<file path="src/rtl/booth_pkg.sv">
// booth_pkg: shared FSM state, Booth operation encoding and triplet-to-operation mapping
package booth_pkg;
    typedef enum logic [1:0] {IDLE, RUN, DONE} state_t;
    typedef enum logic [2:0] {OP_ZERO, OP_PM, OP_P2M, OP_NM, OP_N2M} op_t;
    function automatic op_t booth_op(input logic [2:0] t);
        return (t == 3'b000 || t == 3'b111) ? OP_ZERO :
               (t == 3'b011)                ? OP_P2M  :
               (t == 3'b100)                ? OP_N2M  :
               t[2]                         ? OP_NM   : OP_PM;
    endfunction
endpackage

</file>
<file path="src/rtl/booth_r4_enc.sv">
// booth_r4_enc: radix-4 Booth recoder; trip = {q[1],q[0],q_m1}, m = sign-extended multiplicand, addend = selected signed multiple of m
module booth_r4_enc
    import booth_pkg::*;
#(
    parameter int N = 8
) (
    input  logic [2:0]   trip,
    input  logic [N+1:0] m,
    output logic [N+1:0] addend
);
    op_t op;
    // m is sign-extended by two bits, so doubling it and negating it both fit in N+2 bits
    always_comb begin
        op     = booth_op(trip);
        addend = (op == OP_PM)  ? m :
                 (op == OP_P2M) ? {m[N:0], 1'b0} :
                 (op == OP_NM)  ? -m :
                 (op == OP_N2M) ? -{m[N:0], 1'b0} : '0;
    end
endmodule

</file>
<file path="src/rtl/booth_r4_seq_mult.sv">
// booth_r4_seq_mult: sequential signed radix-4 Booth multiplier with start/done handshake
// Ports: clk, clr_n (async active-low reset), start, a/b (signed operands),
//        busy (RUN or DONE), done (one-cycle pulse), product (2N-bit signed, held until next done)
module booth_r4_seq_mult
    import booth_pkg::*;
#(
    parameter int N  = 8,
    parameter int CW = $clog2(N/2) + 1
) (
    input  logic           clk,
    input  logic           clr_n,
    input  logic           start,
    input  logic [N-1:0]   a,
    input  logic [N-1:0]   b,
    output logic           busy,
    output logic           done,
    output logic [2*N-1:0] product
);
    state_t state, nxt;
    logic [N+1:0] m, acc, addend, sum;
    logic [N-1:0] q;
    logic q_m1, last;
    logic [CW-1:0] count;

    booth_r4_enc #(.N(N)) u_enc (.trip({q[1:0], q_m1}), .m(m), .addend(addend));

    assign sum  = acc + addend;
    assign last = count == CW'(N/2 - 1);

    always_ff @(posedge clk or negedge clr_n)
        if (!clr_n) state <= IDLE;
        else        state <= nxt;

    always_comb begin
        nxt  = state;
        nxt  = (state == IDLE) ? (start ? RUN : IDLE) :
               (state == RUN)  ? (last ? DONE : RUN) : IDLE;
        busy = state != IDLE;
        done = state == DONE;
    end

    // {acc,q,q_m1} is shifted arithmetically right by two after each addition;
    // the final shift is also written straight into product so it is valid with done
    always_ff @(posedge clk or negedge clr_n)
        if (!clr_n) begin
            m       <= '0;
            acc     <= '0;
            q       <= '0;
            q_m1    <= 1'b0;
            count   <= '0;
            product <= '0;
        end else if (state == IDLE && start) begin
            m     <= {{2{a[N-1]}}, a};
            acc   <= '0;
            q     <= b;
            q_m1  <= 1'b0;
            count <= '0;
        end else if (state == RUN) begin
            acc   <= {{2{sum[N+1]}}, sum[N+1:2]};
            q     <= {sum[1:0], q[N-1:2]};
            q_m1  <= q[1];
            count <= count + CW'(1);
            if (last) product <= {sum[N+1:2], sum[1:0], q[N-1:2]};
        end
endmodule

</file>
<file path="config.mk">
export PLATFORM = sky130hd
export DESIGN_NAME = booth_r4_seq_mult
export DESIGN_NICKNAME = d
export VERILOG_FILES = /design/src/rtl/booth_pkg.sv /design/src/rtl/booth_r4_enc.sv /design/src/rtl/booth_r4_seq_mult.sv
export SDC_FILE = /design/constraint.sdc
export NUM_CORES = 1
export LEC_CHECK = 0
export ABC_AREA = 1
export ABC_CLOCK_PERIOD_IN_PS = 6900
export CORE_UTILIZATION = 40
export CTS_BUF_LIST = sky130_fd_sc_hd__clkbuf_8 sky130_fd_sc_hd__clkbuf_16
export CTS_CLUSTER_SIZE = 25
export DETAILED_ROUTE_END_ITERATION = 16
export PLACE_DENSITY_LB_ADDON = 0.15
export SETUP_SLACK_MARGIN = 0.05
export SYNTH_ARGS = -nofsm -noshare
export SYNTH_HDL_FRONTEND = slang
export SYNTH_HIERARCHICAL = 1
export SYNTH_SLANG_ARGS = --single-unit
</file>
<file path="constraint.sdc">
create_clock -name clk -period 6.9 [get_ports clk]
set_input_delay 1.38 -clock clk [delete_from_list [all_inputs] [get_ports clk]]
set_output_delay 1.38 -clock clk [all_outputs]
set_load 0.005 [all_outputs]
</file>
# ---- After elaboration in Yosys (flattened, before gate mapping)
# Cells that the tools add are included.
dict set report totals {
  ff_bits 48
  in_bits 19
  out_inout_bits 18
}
dict set report op_classes {
  n_addsub 4
  bitwise_logic 1
  n_mux 20
  n_reduce_logical 7
  n_eq_ne 10
}
# operator n
set op_table {}
lappend op_table {{$mux W10} 6}
lappend op_table {{$neg A10 Y10} 2}
lappend op_table {{$mux W8} 2}
lappend op_table {{$mux W3} 5}
lappend op_table {{$eq A3 B2 Y1 const B} 4}
lappend op_table {{$add A10 B10 Y10} 1}
lappend op_table {{$eq A3 B3 Y1 const B} 3}
lappend op_table {{$mux W2} 4}
lappend op_table {{$reduce_bool A2 Y1} 2}
lappend op_table {{$add A3 B1 Y3 const B} 1}
lappend op_table {{$eq A3 B1 Y1 const B} 1}
lappend op_table {{$logic_not A3 Y1} 1}
lappend op_table {{$mux W1} 3}
lappend op_table {{$reduce_and A3 Y1} 1}
lappend op_table {{$eq A2 B1 Y1 const B} 1}
lappend op_table {{$eq A2 B2 Y1 const B} 1}
lappend op_table {{$logic_not A2 Y1} 1}
lappend op_table {{$logic_and A1 B1 Y1} 1}
lappend op_table {{$logic_or A1 B1 Y1} 1}
lappend op_table {{$not A1 Y1} 1}

# ---- Logic depth before layout (Yosys ltp)
# Gate-level depths: netlist of the first run.
dict set report logic_depth {
  ltp_word 12
  mapped_depth 18
  ltp_nobuf 18
}

# ---- Hierarchy
# Netlist of the first run, hierarchy kept.
# mod instances cells_per_inst area_each_um2
set by_module_without_submodules {}
lappend by_module_without_submodules {booth_r4_seq_mult 1 260 2311.0}
lappend by_module_without_submodules {booth_r4_enc 1 107 568.0}

# ---- Least setup slack after synthesis of the first run
# OpenSTA, ideal clock, no wires.
dict set report synth_timing {
  path_type {flip-flop to flip-flop}
  start {register q_m1}
  end {register acc[6]}
  setup_ps 117
  required_ps 6783
  period_less_slack_ps 2384
  path_slack_ps 4516
  arrival_ps 2267
  stages_incl_launch_ff 15
  path_cell_list {dfrtp_1 -> inv_1 -> ha_1 -> nand2_2 -> a21oi_2 -> nand2_1 -> nand4_1 -> inv_1 -> fa_1 -> o21ai_2 -> nand2_1 -> nand2_1 -> nand2_1 -> nand3_1 -> nand2_1}
}
dict set report synth_via {
  elab_chain_len 12
  elab_cells_between_ends 19
}
# element line_no
set synth_lines {}
lappend synth_lines {{start, declared} booth_r4_seq_mult.sv:22} ;# logic q_m1, last;
lappend synth_lines {{start signal, assigned} booth_r4_seq_mult.sv:61} ;# q_m1 <= q[1];
lappend synth_lines {{$eq A3 B3 Y1} booth_pkg.sv:8} ;# (t == 3'b100) ? OP_N2M :
lappend synth_lines {{$mux W3} booth_pkg.sv:8}
lappend synth_lines {{$mux W3} booth_pkg.sv:7} ;# (t == 3'b011) ? OP_P2M :
lappend synth_lines {{$mux W3 (*)} booth_pkg.sv:6} ;# return (t == 3'b000 || t == 3'b111) ? OP_ZERO :
lappend synth_lines {{$eq A3 B3 Y1} booth_r4_enc.sv:18} ;# (op == OP_N2M) ? -{m[N:0], 1'b0} : '0;
lappend synth_lines {{$mux W10} booth_r4_enc.sv:18}
lappend synth_lines {{$mux W10} booth_r4_enc.sv:17} ;# (op == OP_NM) ? -m :
lappend synth_lines {{$mux W10} booth_r4_enc.sv:16} ;# (op == OP_P2M) ? {m[N:0], 1'b0} :
lappend synth_lines {{$mux W10 (*)} booth_r4_enc.sv:15} ;# addend = (op == OP_PM) ? m :
lappend synth_lines {{named net addend[1]} booth_r4_seq_mult.sv:20} ;# logic [N+1:0] m, acc, addend, sum;
lappend synth_lines {{$add A10 B10 Y10 (*)} booth_r4_seq_mult.sv:27} ;# assign sum = acc + addend;
lappend synth_lines {{$mux W10 (*)} booth_r4_seq_mult.sv:58} ;# end else if (state == RUN) begin
lappend synth_lines {{$mux W10 (*)} booth_r4_seq_mult.sv:52} ;# end else if (state == IDLE && start) begin
lappend synth_lines {{end signal, assigned} booth_r4_seq_mult.sv:59} ;# acc <= {{2{sum[N+1]}}, sum[N+1:2]};
lappend synth_lines {{end, declared} booth_r4_seq_mult.sv:20}
# Mark *: on every way through the listed nets, which the timed path passes. The rest lies on a longest branch. The select of a mux whose other input is x is not followed.
# A chain may end at the register's enable or synchronous reset.

# ---- Worst setup path after layout of the first run
dict set report layout_timing {
  start {register state[0]}
  end {output port busy}
}
dict set report layout_via {
  elab_chain_len 1
}
# element line_no
set layout_lines {}
lappend layout_lines {{start, declared} booth_r4_seq_mult.sv:19} ;# state_t state, nxt;
lappend layout_lines {{start signal, assigned} booth_r4_seq_mult.sv:32} ;# else state <= nxt;
lappend layout_lines {{$reduce_bool A2 Y1} booth_r4_seq_mult.sv:38} ;# busy = state != IDLE;
lappend layout_lines {{end, declared} booth_r4_seq_mult.sv:15} ;# output logic busy,
# No other way between the ends.

==> results of run 1 <==
-- cells by family (layout without fill, tap and decap cells) --
| kind of cell | Yosys count | after routing | share of synthesized area (%) |
|---|---|---|---|
| simple gates | 212 | 212 | 33.3 |
| flops | 46 | 46 | 40.0 |
| fa+ha+maj | 16 | 16 | 7.21 |
| compound gates | 39 | 39 | 9.73 |
| xor+xnor | 6 | 6 | 2.09 |
| buf+inv | 48 | 86 | 7.69 |
-- layout make-up --
type | count | area share, %
multi-input cells | 273 | 44.2
flip-flops and latches | 46 | 33.8
repair buffers | 36 | 10.4
inverters | 42 | 4.70
well taps | 96 | 3.53
clock buffers | 5 | 2.02
clock inverters | 3 | 1.29
-- metrics by stage --
step / hold slack (ns) / setup WS, ns / cells
after global placement: 0.465 / 4.22 / 493
after CTS: 0.493 / 4.10 / 501
after floorplan: 0.456 / 4.52 / 367
final: 0.486 / 4.12 / 501
after detailed placement: 0.469 / 4.19 / 493
after global routing: 0.513 / 3.92 / 501
-- worst max-delay path, delay by kind of cell, from the launching register on --
family	cells	cell delay, ns
AND/OR/NAND/NOR	1	0.16
flip-flops	1	0.44
buffers and inverters	2	0.50
-- worst max path at each step --
| stage | from | endpoint | cells past startpoint |
|---|---|---|---|
| after floorplan | q_m1$_DFFE_PN0P_ | acc[6]$_DFFE_PN0P_ | 14 |
| after global routing | q[0]$_DFFE_PN0P_ | acc[5]$_DFFE_PN0P_ | 14 |
| final | state[0]$_DFF_PN0_ | busy | 3 |
| after global placement | start | count[1]$_DFFE_PN0P_ | 5 |
| after detailed placement | start | count[1]$_DFFE_PN0P_ | 5 |
| after CTS | state[0]$_DFF_PN0_ | busy | 3 |
-- registers in the layout (all words and copies together) (netlist names) --
register	cells
product	16
m	8
q_m1	1
q	8
count	3
state	2
acc	8
-- per-layer routing --
metal | up-vias | track usage, % | wire length, um
met5 | - | 0 | 0
met4 | 0 | 6.36 | 118
met3 | 7 | 3.43 | 209
met2 | 46 | 31.6 | 2920
met1 | 1150 | 23.3 | 3010
li1 | 1261 | - | -
-- Yosys cell counts, drive strengths merged --
| library cell | instances |
|---|---|
| nand2 | 147 |
| xnor2 | 4 |
| nand3b | 3 |
| ha | 15 |
| o21a | 1 |
| a22oi | 5 |
| o22ai | 2 |
| o221ai | 2 |
| nor2 | 21 |
| or2 | 1 |
| nand4 | 11 |
| nand3 | 29 |
| xor2 | 2 |
| a22o | 1 |
| fa | 1 |
| o211ai | 1 |
| inv | 42 |
| buf | 6 |
| o21ai | 20 |
| dfrtp | 46 |
| a21oi | 7 |
-- where the power goes --
part	leakage [nW]	switching [W]	internal, W
registers	0.568	0.000110	0.000408
logic	1.03	0.000782	0.000532
clock network	0.0585	0.000101	0.000109
total	1.66	0.000992	0.00105
==> summary.md, run 1 <==
| Metric | Value |
|---|---|
| CP max-delay cell | `clkdlybuf4s50_1` |
| Multi-input logic area | `1510 um2` |
| Most common cell after layout, fill and taps aside | `nand2_1` |
| Register-to-Register Path Depth | `14` |
| Setup TNS | `0 ns` |
| Critical Path End Type | `primary output` |
| Final Setup Violations | `0` |
| # DRC | `0` |
| Chip width | `between 80 and 90 um` |
| Drt first pass iters | `4` |
| Critical path, cell by cell | `nor2_2 > inv_1 > clkdlybuf4s50_1` |
| Worst-Margin Slew | `1.06 ns` |
| Hold EP | `product[15]$_DFFE_PN0P_` |
| Synth Net Count | `402` |
| Min-Delay Path Class | `reg2reg` |
| Rel. slew slack | `29.1%` |
| Syn Inst Count | `about 370` |
| Tot Pwr | `0.00204 W` |
| Initial drt markers | `134` |
| LEAKAGE | `about 1.7 nW` |
| Via count | `between 2000 and 2500` |
| FF+latch area | `1150 um2` |
| Number of global-route vias before repair | `2367` |
| Worst reg2reg endpoint | `acc[6]$_DFFE_PN0P_` |
| Post-Route Skew | `approximately 0.0059 ns` |
| Synth top area share | `around two fifths` |
| Rows | `30` |
| Worst EP arrival | `1.40 ns` |
| Register area share after synthesis | `40.0%` |
| Die H | `86.8 um` |
| H-tree levels | `2` |
| Min-Delay Path Depth | `2` |
| Longest Clk Path Bufs | `2` |
| CTS root buf | `clkbuf_8` |
| WL/cell | `approximately 12 um` |
| Post-CTS Hold Buffers | `0` |
| Clock-pin slew on the worst setup and hold paths | `0.09 ns` |
| Final Hold Fails | `0` |
| Reg2reg setup slack | `about 4.2 ns` |
| Area after DPL | `3290 um2` |
| Netlist cell types | `35` |
| RSZ-0062 raised after global routing | `no` |
| Min Tclk post-route | `2.78 ns` |
| Core ar. | `6870 um2` |
| Clock insertion delay at the later pin of the skew report | `around 0.30 ns` |
| Initial antenna violation count | `0` |
| Fin area | `3410 um2` |
| F_max | `around 360 MHz` |
| Max incr delay on CP | `0.45 ns` |
| Final Util | `49.6%` |
| Critical Path Fanout Max | `3` |
| Status | `finished, final reports clean` |
| Synth area leaders | `dfrtp_1 40%, nand2_1 18%, ha_1 6.5%` |
| GRT Total Usage | `18.5%` |
| Worst IR Drop VDD | `0.000239 V` |
| Starting density of the core | `41.9%` |
| Largest net degree at the start of global routing | `47` |
| Final Max Slew Viols | `0` |
| Layout cells sized above 1 | `11.6%` |
| Nets | `439` |
| Vias/cell | `4.92` |
| Layout fillers | `681` |
| I/O pins | `37` |
| Crit path required time | `roughly 5.5 ns` |
| Startpoint types | `register` |
| Post-Syn Area per Cell | `slightly below 8 um2` |
| Antenna Nets Post-Route | `0` |
| Total global routing overflow | `0` |
| Post-CTS Setup Inserts | `0` |
| Die area | `7540 um2` |
| Worst flop-to-flop path startpoint | `q_m1$_DFFE_PN0P_` |
| Final WL | `6.26 mm` |
| Min-delay src | `product[15]$_DFFE_PN0P_` |
| Pwr Density | `599 nW/um2` |
| Number of CTS-inserted buffers | `5` |
| ANT cells | `0` |
| Sinks on Clock Net | `46` |
| Commonest non-fill, non-tap cells in the layout | `138 x nand2_1, 46 x dfrtp_1, 35 x inv_1, 35 x clkdlybuf4s50_1, 28 x nand3_1` |
| Area Growth Syn to Fin | `18.3%` |
| TritonCTS clock tree | `built` |
| Final Cycle Share | `40.3%` |
| Post-Syn Area | `2880 um2` |
| Placer Congestion | `0.836` |
| Maxcap violations | `0` |
| Synthesis-stage register bit count | `46` |
| HPWL after DPL | `4.72 mm` |
| CP Class | `reg2out` |
| Number of port buffers | `36` |
| Post-CTS sizing | `0` |
| Yosys warning count | `6` |
| First-pass GRT wire length | `10.8 mm` |
| Synth area leader | `dfrtp_1` |
(Power assumes the default switching activity.)
==> run 2, diff against run 1 <==
- ABC_CLOCK_PERIOD_IN_PS: 6900 -> 2400
- clock period: 6.9 -> 2.4 ns (I/O delays scaled with it)
==> run 2 against run 1 <==
  * Largest cell class unchanged
  * Sequential share of layout area decreased by 3.2 points
  * Register-to-register slack got worse by 4.1 ns
  * Hold slack worse by 0.35 ns
  * Critical path depth grew 11
  * First-iteration DRC count is 9.0% lower
==> summary.md, run 2 (synthesis gave the netlist of run 1 again) <==
| Metric | Value |
|---|---|
| Startpoint types | `register` |
| Most flop-heavy register | `product` |
| Final Hold Fails | `0` |
| Total global routing overflow | `0` |
| Die area | `approximately 7500 um2` |
| Final WL | `between 6 and 7 mm` |
| Final Util | `between 50% and 60%` |
| HPWL after DPL | `4.75 mm` |
| Final Max Slew Viols | `0` |
| Max reg flops | `16` |
| Rows | `30` |
| Antenna Nets Post-Route | `0` |
| Placer Congestion | `0.930` |
| Area after DPL | `3450 um2` |
| Sinks on Clock Net | `46` |
| Number of port buffers | `36` |
| WL/cell | `12.7 um` |
| Drt first pass iters | `5` |
| Largest net degree at the start of global routing | `47` |
| H-tree levels | `2` |
| Commonest non-fill, non-tap cells in the layout | `131 x nand2_1, 46 x dfrtp_1, 35 x clkdlybuf4s50_1` |
| Fin area | `3760 um2` |
| Min-Delay Path Class | `in2async` |
| Rel. slew slack | `79.4%` |
| I/O pins | `37` |
| GRT Total Usage | `19.9%` |
| CTS root buf | `clkbuf_8` |
| # DRC | `0` |
| Number of CTS-inserted buffers | `5` |
| Register-to-Register Path Depth | `14` |
| Core ar. | `6870 um2` |
| Post-CTS Hold Buffers | `0` |
| Vias/cell | `4.85` |
| RSZ-0062 raised after global routing | `yes` |
| Reg2reg setup slack | `approximately 0.067 ns` |
| Crit path required time | `2.61 ns` |
| CP Class | `reg2reg` |
| Final Cycle Share | `97.2%` |
| Area Growth Syn to Fin | `30.7%` |
| Clock insertion delay at the later pin of the skew report | `0.31 ns` |
| Post-Route Skew | `0.00981 ns` |
| Worst-Margin Slew | `0.308 ns` |
| Most common cell after layout, fill and taps aside | `nand2_1` |
| Die H | `between 80 and 90 um` |
| Maxcap violations | `0` |
| Critical path origin | `q[0]$_DFFE_PN0P_` |
| Longest Clk Path Bufs | `2` |
| Via count | `roughly 2500` |
| Clock-pin slew on the worst setup and hold paths | `~0.1 ns` |
| Chip width | `86.8 um` |
| Initial antenna violation count | `0` |
| F_max | `approximately 430 MHz` |
| Nets | `458` |
| First-pass GRT wire length | `roughly 12 mm` |
| TritonCTS clock tree | `built` |
| Critical Path Fanout Max | `6` |
| Layout cells sized above 1 | `a little under a quarter` |
| Status | `finished, final reports clean` |
| Number of global-route vias before repair | `2609` |
| Final Setup Violations | `0` |
| Starting density of the core | `41.9%` |
| Min Tclk post-route | `roughly 2.3 ns` |
| Worst flop-to-flop path startpoint | `q[0]$_DFFE_PN0P_` |
| Critical Path End Type | `register` |
| ANT cells | `0` |
| Initial drt markers | `approximately 120` |
| Worst EP arrival | `~2.5 ns` |
## run 2: worst paths after layout
check                                           to
min                               m[7]$_DFFE_PN0P_
max in group asynchronous         q[4]$_DFFE_PN0P_
max                             acc[2]$_DFFE_PN0P_
min reg2reg                product[15]$_DFFE_PN0P_
max reg2reg                     acc[2]$_DFFE_PN0P_
min in group clk           product[15]$_DFFE_PN0P_
## run 2: area by class of cell
cell class	instances	area, um2
Clock buffer	5	68.8
Timing Repair Buffer	55	522
Fill cell	645	3110
Clock inverter	3	43.8
Tap cell	96	120
Inverter	42	160
Multi-Input combinational cell	273	1700
Sequential cell	46	1150
## run 2: metrics by stage
step / cells / TNS (ns) / setup slack [ns] / hold slack [ns]
after floorplan: 367 / 0 / 0.0670 / 0.184
after global placement: 511 / -0.0665 / -0.0175 / 0.466
after detailed placement: 511 / -0.317 / -0.0702 / 0.466
after CTS: 520 / 0 / 0.0597 / 0.146
after global routing: 520 / -1.19 / -0.124 / 0.158
final: 520 / 0 / 0.0667 / 0.132
## run 2: per-layer routing
metal	part of all wire (%)	vias to the layer above	global-route usage, %	routed length (um)
met5	0	-	0	0
met4	0.88	0	5.61	58
met3	3.0	4	3.14	202
met2	48	43	35.2	3170
met1	48	1183	25.0	3200
li1	-	1293	-	-
## run 2: worst max-delay path: stages (launching register included)
cell     delay, ns
dfrtp_1       0.43
ha_2          0.20
inv_2         0.06
nand2_2       0.06
o21ai_4       0.09
nand2_4       0.09
nor2_4        0.16
nand2_1       0.07
nand4_1       0.10
ha_2          0.32
nand2_1       0.14
o21ai_4       0.09
or2_2         0.29
nand3_1       0.07
nand2_1       0.05
## run 2: what timing repair did
item                                    CTS  global route
hold endpoints to repair                  0             0
pin swaps                                 6            17
setup buffers                             1             0
gates resized for setup                  18            22
endpoints found under the setup margin   14            16
Power of run 2 is left out: the tool's default activity adds up to more than one toggle a clock period on the data nets, which glitch-free logic cannot reach.
==> run 3, diff against run 2 <==
- ABC_CLOCK_PERIOD_IN_PS: 2400 -> 2600
- CORE_UTILIZATION: 40 -> 56
- clock period: 2.4 -> 2.6 ns (I/O delays scaled with it)
==> run 3 against run 2 <==
  * Die area decreased by 28%
  * Wire length increased by 5.8%
  * Hold slack improved by 0.028 ns
  * Worst setup slack got worse by 0.038 ns
  * Clock skew about the same
  * Sequential share of layout area increased by 0.77 points
  * Via count increased by 5.5%
  * Non-clock buffer count decreased by 8
  * Count of clock-buffer cells in the layout unchanged
  * Core utilization increased by 21 points
  * Design area decreased by 2.5%
  * Sequential cell count unchanged
==> summary.md, run 3 (synthesis gave the netlist of run 1 again) <==
| Metric | Value |
|---|---|
| Rel. slew slack | `between 60% and 70%` |
| Final WL | `7.01 mm` |
| Starting density of the core | `59.4%` |
| Total global routing overflow | `0` |
| CTS root buf | `clkbuf_8` |
| H-tree levels | `2` |
| Final Util | `75.7%` |
| Most flop-heavy register | `product` |
| Clock insertion delay at the later pin of the skew report | `0.30 ns` |
| Min Tclk post-route | `2.57 ns` |
| Rows | `25` |
| Clock-pin slew on the worst setup and hold paths | `around 0.1 ns` |
| Post-Route Skew | `between 0.009 and 0.01 ns` |
| Largest net degree at the start of global routing | `28` |
| HPWL after DPL | `between 4 and 5 mm` |
| RSZ-0062 raised after global routing | `yes` |
| Worst-Margin Slew | `0.470 ns` |
| Die area | `5430 um2` |
| Worst EP arrival | `around 2.8 ns` |
| Final Cycle Share | `98.9%` |
| Final Setup Violations | `0` |
| Critical path, cell by cell | `ha_2 > inv_2 > nand2_2 > o21ai_4 > nand2_4 > nor2_4 > buf_12 > nand2_1 > nand4_1 > ha_4 > nand2_1 > nand3_1 > nand2_1 > nand3b_1 > nand3_1 > nand2_1` |
| Via count | `2663` |
| Setup TNS | `0 ns` |
| First-pass GRT wire length | `between 10 and 15 mm` |
| Nets | `450` |
| Non-filler cells, final | `483` |
| Critical Path End Type | `register` |
| Area Growth Syn to Fin | `27.5%` |
| CP max-delay cell | `dfrtp_1` |
| Number of port buffers | `36` |
| Sinks on Clock Net | `46` |
| Layout fillers | `roughly 340` |
| Status | `finished, final reports clean` |
| F_max | `389 MHz` |
| Initial antenna violation count | `0` |
| Final Max Slew Viols | `0` |
| Min-Delay Path Class | `in2async` |
| Longest Clk Path Bufs | `2` |
| Initial drt markers | `180` |
| Layout cells sized above 1 | `20.2%` |
| Drt first pass iters | `5` |
| Commonest non-fill, non-tap cells in the layout | `133 x nand2_1, 46 x dfrtp_1, 35 x clkdlybuf4s50_1` |
| Antenna Nets Post-Route | `0` |
| Final Hold Fails | `0` |
| Number of CTS-inserted buffers | `5` |
| TritonCTS clock tree | `built` |
| WHS | `0.160 ns` |
| CP Class | `reg2reg` |
| Crit path required time | `roughly 2.8 ns` |
| Max incr delay on CP | `0.44 ns` |
| Vias/cell | `5.51` |
| Core ar. | `4850 um2` |
| Placer Congestion | `between 0.9 and 1` |
| Max reg flops | `16` |
| GRT Total Usage | `26.0%` |
| Critical Path Fanout Max | `8` |
| ANT cells | `0` |
| # placed instances | `~470` |
| WL/cell | `between 10 and 15 um` |
| Most frequent CP cell | `nand2_1` |
| Most common cell after layout, fill and taps aside | `nand2_1` |
| Chip width | `73.7 um` |
| Maxcap violations | `0` |
| Number of global-route vias before repair | `2498` |
| # DRC | `0` |
| Die H | `73.7 um` |
| Startpoint types | `register` |
| I/O pins | `37` |
[run 3: changes by cell type in the layout (fill, tap and decap cells not counted), sizes merged]
cell / previous run / this run
buf: 20 / 12
[run 3: worst max-delay path, delay by kind of cell, from the launching register on]
| kind | cells | cell delay [ns] |
|---|---|---|
| buffers and inverters | 2 | 0.20 |
| adder cells (fa/ha/maj) | 2 | 0.44 |
| AO/OA/AOI/OAI | 1 | 0.10 |
| AND/OR/NAND/NOR | 11 | 1.30 |
| flip-flops | 1 | 0.44 |
[run 3: per-layer routing]
layer | part of all wire [%] | routed length, um | vias to the layer above | track usage, %
li1 | - | - | 1280 | -
met3 | 5.0 | 350 | 10 | 4.39
met1 | 42 | 2960 | 1274 | 32.3
met5 | 0 | 0 | - | 0
met2 | 52 | 3630 | 99 | 46.1
met4 | 1.0 | 70 | 0 | 7.69
[run 3: worst paths after layout]
check                                        from                       to  slack [ns]  depth (start not counted)
hold reg to reg            product[6]$_DFFE_PN0P_   product[6]$_DFFE_PN0P_        0.49                          2
hold / removal                              clr_n       acc[8]$_DFFE_PN0P_        0.16                          1
setup / recovery                 q_m1$_DFFE_PN0P_  product[11]$_DFFE_PN0P_        0.03                         16
max in group asynchronous                   clr_n       state[1]$_DFF_PN0_        1.72                          2
min in group clk           product[6]$_DFFE_PN0P_   product[6]$_DFFE_PN0P_        0.49                          2
setup reg to reg                 q_m1$_DFFE_PN0P_  product[11]$_DFFE_PN0P_        0.03                         16
[run 3: per-stage QoR]
| step | instance area [um2] | setup WS (ns) |
|---|---|---|
| 2_1_floorplan | 2880 | 0.216 |
| 4_1_cts | 3420 | 0.0617 |
| 5_1_grt | 3670 | -0.0887 |
| 3_3_place_gp | 3280 | 0.0497 |
| 3_5_place_dp | 3280 | 0.00624 |
| 6_report | 3670 | 0.0284 |
[run 3: what timing repair did]
action                     4_1_cts  5_1_grt
setup endpoints to repair        6       15
pin swaps                        1       21
gates resized for setup          3       31
buffers inserted                 1        7
gates cloned                     0        0
hold buffers                     0        0
[run 3: cell type report]
cell class	count	area, um2	share of cell area, %
timing repair buffer	47	463	12.6
inverter	42	160	4.36
sequential	46	1150	31.4
clock inverter	3	43.8	1.19
clock buffer	5	68.8	1.88
multi-input combinational	273	1700	46.3
tap	67	83.8	2.28
Power of run 3 is left out for the same reason.
